`config.mk`:
```
export PLATFORM = sky130hd
export DESIGN_NAME = booth_mul_iter_flat
export DESIGN_NICKNAME = d
export VERILOG_FILES = /design/src/rtl/booth_mul_iter_pkg.sv /design/src/rtl/booth_mul_iter_if.sv /design/src/rtl/booth_mul_iter_pp_sel.sv /design/src/rtl/booth_mul_iter.sv /design/src/flat_wrapper.sv
export SDC_FILE = /design/constraint.sdc
export NUM_CORES = 1
export LEC_CHECK = 0
export BUFFER_PORTS_ARGS = -buffer_cell sky130_fd_sc_hd__buf_2
export CAP_MARGIN = 5
export CORE_UTILIZATION = 45
export DETAILED_ROUTE_END_ITERATION = 6
export MAX_ROUTING_LAYER = met4
export PLACE_DENSITY = 0.66
export SYNTH_ARGS = -nofsm -noshare
export SYNTH_HDL_FRONTEND = slang
export SYNTH_SLANG_ARGS = --single-unit
```
`constraint.sdc`:
```
create_clock -name clk -period 5.56 [get_ports clk]
set_input_delay 0.278 -clock clk [delete_from_list [all_inputs] [get_ports clk]]
set_output_delay 0.278 -clock clk [all_outputs]
set_load 0.01 [all_outputs]
```
`src/rtl/booth_mul_iter_pkg.sv`:
```
// Shared types for the iterative radix-4 Booth multiplier: FSM states,
// partial-product select codes and the Booth digit decoder.
package booth_pkg;

  typedef enum logic [1:0] {
    ST_IDLE = 2'd0,
    ST_BUSY = 2'd1,
    ST_DONE = 2'd2
  } state_t;

  typedef enum logic [2:0] {
    SEL_ZERO = 3'd0,
    SEL_POS1 = 3'd1,
    SEL_POS2 = 3'd2,
    SEL_NEG1 = 3'd3,
    SEL_NEG2 = 3'd4
  } sel_t;

  // Map a Booth digit {q[2i+1], q[2i], q[2i-1]} to its partial-product select
  function automatic sel_t booth_decode(input logic [2:0] digit);
    case (digit)
      3'b001, 3'b010: return SEL_POS1;
      3'b011:         return SEL_POS2;
      3'b100:         return SEL_NEG2;
      3'b101, 3'b110: return SEL_NEG1;
      default:        return SEL_ZERO;
    endcase
  endfunction

endpackage

```
`src/rtl/booth_mul_iter_if.sv`:
```
// Request/response bundle of the Booth multiplier: operand handshake,
// result handshake, flush and busy status.
interface booth_mul_iter_if #(
  parameter int WIDTH = 32
);
  logic             flush;
  logic             in_valid;
  logic             in_ready;
  logic             is_signed;
  logic [WIDTH-1:0] a;
  logic [WIDTH-1:0] b;
  logic             out_valid;
  logic             out_ready;
  logic [WIDTH-1:0] hi;
  logic [WIDTH-1:0] lo;
  logic             busy;

  // Requester side (pipeline / HI-LO control)
  modport master (
    output flush, in_valid, is_signed, a, b, out_ready,
    input  in_ready, out_valid, hi, lo, busy
  );

  // Multiplier side
  modport slave (
    input  flush, in_valid, is_signed, a, b, out_ready,
    output in_ready, out_valid, hi, lo, busy
  );
endinterface

```
`src/rtl/booth_mul_iter_pp_sel.sv`:
```
// Radix-4 Booth partial-product selector: picks 0, +M, +2M, -M or -2M
// (two's complement, modulo 2^WIDTH2) from a 3-bit Booth digit.
module booth_pp_sel
  import booth_pkg::*;
#(
  parameter int WIDTH2 = 64
) (
  input  logic [2:0]        digit,
  input  logic [WIDTH2-1:0] m,
  output logic [WIDTH2-1:0] pp
);

  sel_t              sel;
  logic [WIDTH2-1:0] m2;

  assign sel = booth_decode(digit);
  assign m2  = {m[WIDTH2-2:0], 1'b0};

  // Select the signed multiple of M for this digit
  always_comb begin
    pp = '0;
    case (sel)
      SEL_POS1: pp = m;
      SEL_POS2: pp = m2;
      SEL_NEG1: pp = -m;
      SEL_NEG2: pp = -m2;
      default:  pp = '0;
    endcase
  end

endmodule

```
`src/rtl/booth_mul_iter.sv`:
```
// Iterative radix-4 Booth multiplier for the HI/LO path (MULT / MULTU).
// One Booth digit is retired per clock; N = (WIDTH+2)/2 digits per product.
// Optional feature macro: BOOTH_MUL_EARLY_EXIT_EN -- finish as soon as the
// remaining multiplier bits can only produce zero digits.
module booth_mul_iter
  import booth_pkg::*;
#(
  parameter int WIDTH = 32
) (
  input logic              clk,
  input logic              rst,
  booth_mul_iter_if.slave  bus
);

  localparam int W2 = 2 * WIDTH;
  localparam int QW = WIDTH + 2;
  localparam int N  = (WIDTH + 2) / 2;
  localparam int CW = $clog2(N + 1);

  state_t          state_reg, state_next;
  logic [W2-1:0]   m_reg;
  logic [W2-1:0]   acc_reg;
  logic [W2-1:0]   pp;
  logic [QW-1:0]   q_reg;
  logic [QW-1:0]   q_next;
  logic            qm1_reg;
  logic            qm1_next;
  logic [CW-1:0]   cnt_reg;
  logic            accept;
  logic            early_exit;
  logic            last_digit;
  logic            in_ready_c;
  logic            out_valid_c;
  logic            busy_c;

  // Flush wins over a new request arriving in the same cycle
  assign accept = bus.in_valid && (state_reg == ST_IDLE) && !bus.flush;

  // Arithmetic shift keeps the top bit so unconsumed digits stay consistent
  assign q_next   = {{2{q_reg[QW-1]}}, q_reg[QW-1:2]};
  assign qm1_next = q_reg[1];

`ifdef BOOTH_MUL_EARLY_EXIT_EN
  logic [QW:0] rest_bits;
  assign rest_bits  = {q_next, qm1_next};
  // All-equal remaining bits decode to zero digits only
  assign early_exit = (&rest_bits) | ~(|rest_bits);
`else
  assign early_exit = 1'b0;
`endif

  assign last_digit = (cnt_reg == CW'(N - 1)) || early_exit;

  booth_pp_sel #(
    .WIDTH2 (W2)
  ) u_pp_sel (
    .digit (q_reg[1:0] == 2'b00 && !qm1_reg ? 3'b000 : {q_reg[1:0], qm1_reg}),
    .m     (m_reg),
    .pp    (pp)
  );

  // State register
  always_ff @(posedge clk or posedge rst) begin
    if (rst) begin
      state_reg <= ST_IDLE;
    end else begin
      state_reg <= state_next;
    end
  end

  // Next-state logic: flush > accept / iterate / drain
  always_comb begin
    state_next = state_reg;
    if (bus.flush) begin
      state_next = ST_IDLE;
    end else begin
      case (state_reg)
        ST_IDLE: if (bus.in_valid)  state_next = ST_BUSY;
        ST_BUSY: if (last_digit)    state_next = ST_DONE;
        ST_DONE: if (bus.out_ready) state_next = ST_IDLE;
        default: state_next = ST_IDLE;
      endcase
    end
  end

  // Handshake and status outputs decoded from the state
  always_comb begin
    in_ready_c  = 1'b0;
    out_valid_c = 1'b0;
    busy_c      = 1'b0;
    case (state_reg)
      ST_IDLE: in_ready_c = 1'b1;
      ST_BUSY: busy_c = 1'b1;
      ST_DONE: begin
        out_valid_c = 1'b1;
        busy_c      = 1'b1;
      end
      default: in_ready_c = 1'b0;
    endcase
  end

  // Operand capture and one Booth digit of accumulation per BUSY cycle
  always_ff @(posedge clk or posedge rst) begin
    if (rst) begin
      m_reg   <= '0;
      q_reg   <= '0;
      qm1_reg <= 1'b0;
      acc_reg <= '0;
      cnt_reg <= '0;
    end else if (bus.flush) begin
      cnt_reg <= '0;
    end else if (accept) begin
      m_reg   <= {{WIDTH{bus.a[WIDTH-1] & bus.is_signed}}, bus.a};
      q_reg   <= {{2{bus.b[WIDTH-1] & bus.is_signed}}, bus.b};
      qm1_reg <= 1'b0;
      acc_reg <= '0;
      cnt_reg <= '0;
    end else if (state_reg == ST_BUSY) begin
      acc_reg <= acc_reg + pp;
      m_reg   <= {m_reg[W2-3:0], 2'b00};
      q_reg   <= q_next;
      qm1_reg <= qm1_next;
      cnt_reg <= cnt_reg + 1'b1;
    end
  end

  assign bus.in_ready  = in_ready_c;
  assign bus.out_valid = out_valid_c;
  assign bus.busy      = busy_c;
  assign bus.hi        = acc_reg[W2-1:WIDTH];
  assign bus.lo        = acc_reg[WIDTH-1:0];

endmodule

```
`src/flat_wrapper.sv`:
```
// flat-port wrapper written by rule: the top's interface ports become plain ports
module booth_mul_iter_flat import booth_pkg::*;
#(
  parameter int WIDTH = 32
)
  (clk, rst, bus_flush, bus_in_valid, bus_is_signed, bus_a, bus_b, bus_out_ready, bus_in_ready, bus_out_valid, bus_hi, bus_lo, bus_busy);
  booth_mul_iter_if #(.WIDTH(WIDTH)) bus_i ();
  input logic clk;
  input logic rst;
  input wire logic [$bits(bus_i.flush)-1:0] bus_flush;
  input wire logic [$bits(bus_i.in_valid)-1:0] bus_in_valid;
  input wire logic [$bits(bus_i.is_signed)-1:0] bus_is_signed;
  input wire logic [$bits(bus_i.a)-1:0] bus_a;
  input wire logic [$bits(bus_i.b)-1:0] bus_b;
  input wire logic [$bits(bus_i.out_ready)-1:0] bus_out_ready;
  output wire logic [$bits(bus_i.in_ready)-1:0] bus_in_ready;
  output wire logic [$bits(bus_i.out_valid)-1:0] bus_out_valid;
  output wire logic [$bits(bus_i.hi)-1:0] bus_hi;
  output wire logic [$bits(bus_i.lo)-1:0] bus_lo;
  output wire logic [$bits(bus_i.busy)-1:0] bus_busy;
  assign bus_i.flush = bus_flush;
  assign bus_i.in_valid = bus_in_valid;
  assign bus_i.is_signed = bus_is_signed;
  assign bus_i.a = bus_a;
  assign bus_i.b = bus_b;
  assign bus_i.out_ready = bus_out_ready;
  assign bus_in_ready = bus_i.in_ready;
  assign bus_out_valid = bus_i.out_valid;
  assign bus_hi = bus_i.hi;
  assign bus_lo = bus_i.lo;
  assign bus_busy = bus_i.busy;
  booth_mul_iter #(.WIDTH(WIDTH)) u_core (.clk(clk), .rst(rst), .bus(bus_i));
endmodule
```
* Yosys cells after proc, flatten, opt, wreduce, memory -nomap -nowiden *
Index checks and enable logic that the tools add are counted.

operators by class
  add/subtract/negate cells = 4
  equal/unequal tests = 16
  mux-type cells = 22
  bitwise gates (word level) = 3
  reduce and logical (&&, ||, !) cells = 15

operator list
  kind                                                 count
  two-way mux 64 bit                                   4
  case mux 64 bit (4 select lines)                     1
  negator 64 bit                                       2
  adder 64 bit                                         1
  two-way mux 34 bit                                   1
  two-way mux 33 bit                                   1
  two-way mux 5 bit                                    3
  equality test 3 x 2 -> 1 bit, second input constant  4
  equality test 3 bit, second input constant           4
  case mux 3 bit (4 select lines)                      1
  two-way mux 2 bit                                    4
  equality test 3 x 1 -> 1 bit, second input constant  2
  != test 3 bit, second input constant                 2
  case mux 2 bit (3 select lines)                      1
  OR reduction 2 bit                                   3
  adder 5 x 1 -> 5 bit, second input constant          1
  equality test 5 bit, second input constant           1
  two-way mux 1 bit                                    5
  logical NOT 2 bit                                    2
  AND reduction 2 bit                                  2
  logical AND 1 bit                                    3
  two-way mux 3 bit                                    1
  != test 3 x 2 -> 1 bit, second input constant        1
  AND reduction 3 bit                                  1
  other kinds (7)                                      9

storage, ports and cells
  input port bits = 70
  word-level logic and storage cells = 67
  output and inout bits = 67
  bits in registers = 170

* Logic depth before layout (Yosys ltp) *
  word-level depth = 11
  depth in mapped cells = 25
  gate-level depth less buffers = 23

* Cells and area by module *
A second synthesis with hierarchy kept.

second synthesis, totals
  cell total of the unflattened synthesis = 1812
  area, all modules = 14072.2 um^2

by module, submodules not included
  module          area an instance (um^2)  sequential area each (um^2)  times used  cells an instance
  booth_mul_iter  10422.5                  4254.1                       1           1218
  booth_pp_sel    3649.8                   0.0                          1           594

* Worst setup path after synthesis *
OpenSTA, ideal clock, no wires.

  path type = register -> register
  start point = register u_core.m_reg[13]
  end point = register u_core.acc_reg[63]
  clock period less this slack = 5.501 ns
  slack = 0.059 ns
  library setup time = 0.143 ns
  data arrival time = 5.358 ns
  data required time = 5.417 ns
  cell stages (with the launch flop) = 26
  buffers on the path = 3
  cells stage by stage = dfrtp_1 -> buf_6 -> or4_4 -> or3_4 -> nor3_2 -> nand3b_1 -> or4b_4 -> or2_1 -> buf_6 -> o21ai_1 -> xnor2_1 -> a221oi_1 -> a21oi_1 -> ha_1 -> clkbuf_1 -> inv_1 -> o21bai_1 -> a21o_1 -> a21o_1 -> a21oi_1 -> o21ai_0 -> inv_1 -> o32ai_1 -> nor3_1 -> a2111oi_0 -> nand3_1

between the ends
  word-level cells in the longest chain between the ends = 5
  elaborated cells between the ends (all ways) = 6
  those cells by class = 3 x add/sub; 3 x mux

ends and longest elaborated chain
  element                                   line                                                      source
  from (decl)                               booth_mul_iter.sv:21                                      logic [W2-1:0] m_reg;
  from (signal assigned)                    booth_mul_iter.sv:113                                     m_reg <= {{WIDTH{bus.a[WIDTH-1] & bus.is_signed}}, bus.a};
  from (signal assigned)                    booth_mul_iter.sv:120                                     m_reg <= {m_reg[W2-3:0], 2'b00};
  negator 64 bit, on equally long branches  booth_mul_iter_pp_sel.sv:25, booth_mul_iter_pp_sel.sv:26
  case mux 64 bit (4 select lines) (*)      booth_mul_iter_pp_sel.sv:22                               case (sel)
  adder 64 bit (*)                          booth_mul_iter.sv:119                                     acc_reg <= acc_reg + pp;
  two-way mux 64 bit (*)                    booth_mul_iter.sv:118                                     end else if (state_reg == ST_BUSY) begin
  two-way mux 64 bit (*)                    booth_mul_iter.sv:112                                     end else if (accept) begin
  to (signal assigned)                      booth_mul_iter.sv:119
  to (decl)                                 booth_mul_iter.sv:22                                      logic [W2-1:0] acc_reg;

Mark *: on every way between the ends. The rest lies on a longest branch, timed or not. The select of a mux whose other input is x is not followed.
A chain may end at the register's enable or synchronous reset.

* Worst setup path after layout *
  start point = register u_core.m_reg[2]
  end point = register u_core.acc_reg[44]

The elaborated chain is that of the path after synthesis.

==> impl_metrics.ini <==
[status]
status = finished clean

[placement]
dp_hpwl_um = 35400
place_area_mm2 = 0.0164
port_buffers = 136
place_congestion = 0.949

[synth]
synth_area_leaders = dfrtp_1 29%, nand2_1 9.2%, a21oi_1 6.6%
dominantRegCellSynth = dfrtp_1
synth_edf_count = 0
yosysUniqueCellTypes = 72
yosys_warnings = 0
async_flop_share = 1.00
yosys.area.top_type = dfrtp_1
syn_area_mm2 = 0.0146
synth-seq-cells = 170
synth_commonest_cells = 357 x nand2_1, 196 x nor2_1, 192 x a21oi_1
synth_top_area_share = 0.291
syn-num-nets = 2155
seq_area_frac_synth = 0.291
syn_area_per_cell_um2 = 7.26
syn_inst = 2014
synth_most_common_cell = nand2_1

[power]
peakVddDrop_mv = 0.387
p_leak_nw = 7.76
power.density_mw_per_mm2 = 675
power_mw = 11.6

[floorplanning]
die_w_um = 182
io-pin-count = 137
die_y_um = 182
core_mm2 = 0.0318
placementRows = 65
start_util = 0.460
die_area_mm2 = 0.0332

[timing]
slew_viol_final = 0
finalSetupTns_ns = 0
fin_crit_sh = 0.967
fin_worst_skew_ns = 0.0132
slew_headroom = 0.356
fmax_mhz = 186
hold_viol_final = 0
period_needed_ns = 5.38
rsz0062_at_grt = yes
setup_viol = 0
worst_pin_slew_ns = 0.967

[finish]
drive_above_1_share = 0.181
fin_nets = 2287
fin_area_mm2 = 0.0172
post-route-util = 0.540
areaGrowthSynthToFinish_pct = 17.4

[cts]
cts-htree-levels = 4
clk_latency_ns = 0.47
cts.sinks = 170
cts_root_buf = clkbuf_16
clk_pin_slew_worst_paths_ns = 0.08
numCtsBuffers = 17
clockBufferDepth = 2
cts_tree = yes

[setup_path]
reg2reg_depth = 21
crit_type = reg2reg
arrival_ns = 5.72
worstPathRequired_ns = 5.90
path_max_fanout = 7
r2r_end = u_core.acc_reg[44]
setup.worst_path.end = u_core.acc_reg[44]
end_kind = flip-flop
startpoint = u_core.m_reg[2]
reg2reg_slack_ns = 0.18
critPathLaunchType = flip-flop
r2r-start = u_core.m_reg[2]

[detailed_routing]
remaining_drc_errors = 0
wl_per_cell_um = 19.0
viasPerCell = 5.93
dr_total_vias = 15400
drt_iter0_drc = 1359
first_pass_iters = 6
wirelength_um = 49200
detail-route-antenna-nets = 0

[hold_path]
hold_class = in2reg

[grt]
gr-total-overflow = 0
grt_max_degree = 67
gr-usage-all-layers = 0.305
antenna_found_initial = 1
grt_pass1_wl_um = 78200
grt_pass1_vias = 14300

[flow_run]
drv_cap = 0
## critical path, cell delays in order, from the launching register on
cell and delay (ns):
dfrtp_1 0.41, nor4_4 0.32, nand4_1 0.22, or3_4 0.45, or3_1 0.37, nand2_1 0.10
xnor2_1 0.14, a221oi_1 0.12, a31oi_1 0.39, ha_1 0.39, and4_1 0.24, o21ai_0 0.08
a21oi_1 0.06, a2111oi_0 0.37, buf_4 0.19, o22ai_1 0.10, o21ai_0 0.24, and2_1 0.21
a21oi_1 0.13, a41o_1 0.27, or3_1 0.31, o2111a_1 0.14
## report_power, final
group          switching (mW)  internal [mW]
Sequential              0.610           1.69
Combinational            4.73           3.33
Clock                   0.633          0.608
Total                    5.97           5.63
## routing by layer
metal,track usage,vias up,routed length [µm]
met5,-,-,0
met1,0.441,7402,23300
li1,-,7351,-
met4,0.0861,0,965
met3,0.0471,63,3510
met2,0.439,583,21500
## cell type report
cell class              count  area, µm²
repair buffers            296       1880
flip-flops and latches    170       4260
clock buffers              17        425
inverters                  41        159
fillers                  3060      14600
well taps                 435        544
multi-input cells        1620       9730
diodes                      1       2.50
clock inverters            15        166
## how the worst min path moves through the flow
stage,from,endpoint,cells past startpoint
floorplan,bus_a[0],u_core.m_reg[0],2
global placement,rst,u_core.q_reg[9],2
detailed placement,rst,u_core.q_reg[11],2
CTS,bus_a[1],u_core.m_reg[1],3
global route,bus_a[0],u_core.m_reg[0],3
finish,bus_a[1],u_core.m_reg[1],3
## placed cells by master (no fill, tap or decap), types with 6 or more instances in the layout
cell       synthesis  final
inv_6              0      8
nand2b_1          18     17
a21oi_1          192    183
a21oi_2            0      9
o21ai_1            2     11
o31ai_1           10     10
buf_2              6    136
nor2_1           196    192
xnor2_1           73     72
a211oi_1          14     14
inv_1             41     40
o211ai_1           9      9
nand2_1          357    357
nor3_1            41     37
and3_1            11     11
dfrtp_1          170    167
a21o_1            33     33
a22oi_1           21     21
or3_1             31     30
xor2_1            68     65
o21bai_1          14     13
a221oi_1          22     22
o21a_1             9      9
clkbuf_16          0     17
nand4_1           24     24
a31oi_1           90     89
nor2b_1           12     11
buf_4              0    159
ha_1              70     68
and2_1             6      6
o21ai_0          155    144
nor3_2             2      6
nor4_1            10      8
o221ai_1           6      6
mux2i_1           11     11
nand3_1           33     33
o22ai_1            8      8
## cell families after synthesis
group / Yosys count / synth area share
xor gates and xnor gates: 141 / 0.0844
buffers and inverters: 224 / 0.0595
and+or+nand+nor: 775 / 0.239
muxes: 13 / 0.00907
DFF: 170 / 0.291
adders and majority gates: 71 / 0.0612
AOI/OAI and AO/OA: 620 / 0.256
## what timing repair did
item                       in CTS  in global routing
setup endpoints to repair       3                 19
setup buffers                   0                  4
hold endpoints to repair       40                  0
gates resized for setup         2                 45
hold buffers                    1                  0
pin swaps                       0                 14
## metrics by stage
stage               worst slack, ns  hold slack (ns)  cells
finish                        0.183           0.0130   2595
global route                -0.0291           0.0212   2595
CTS                          0.0604          0.00344   2590
detailed placement          -0.0100            0.308   2557
global placement             0.0321            0.304   2557
floorplan                    0.0590            0.393   2014
(Power assumes the default switching activity.)
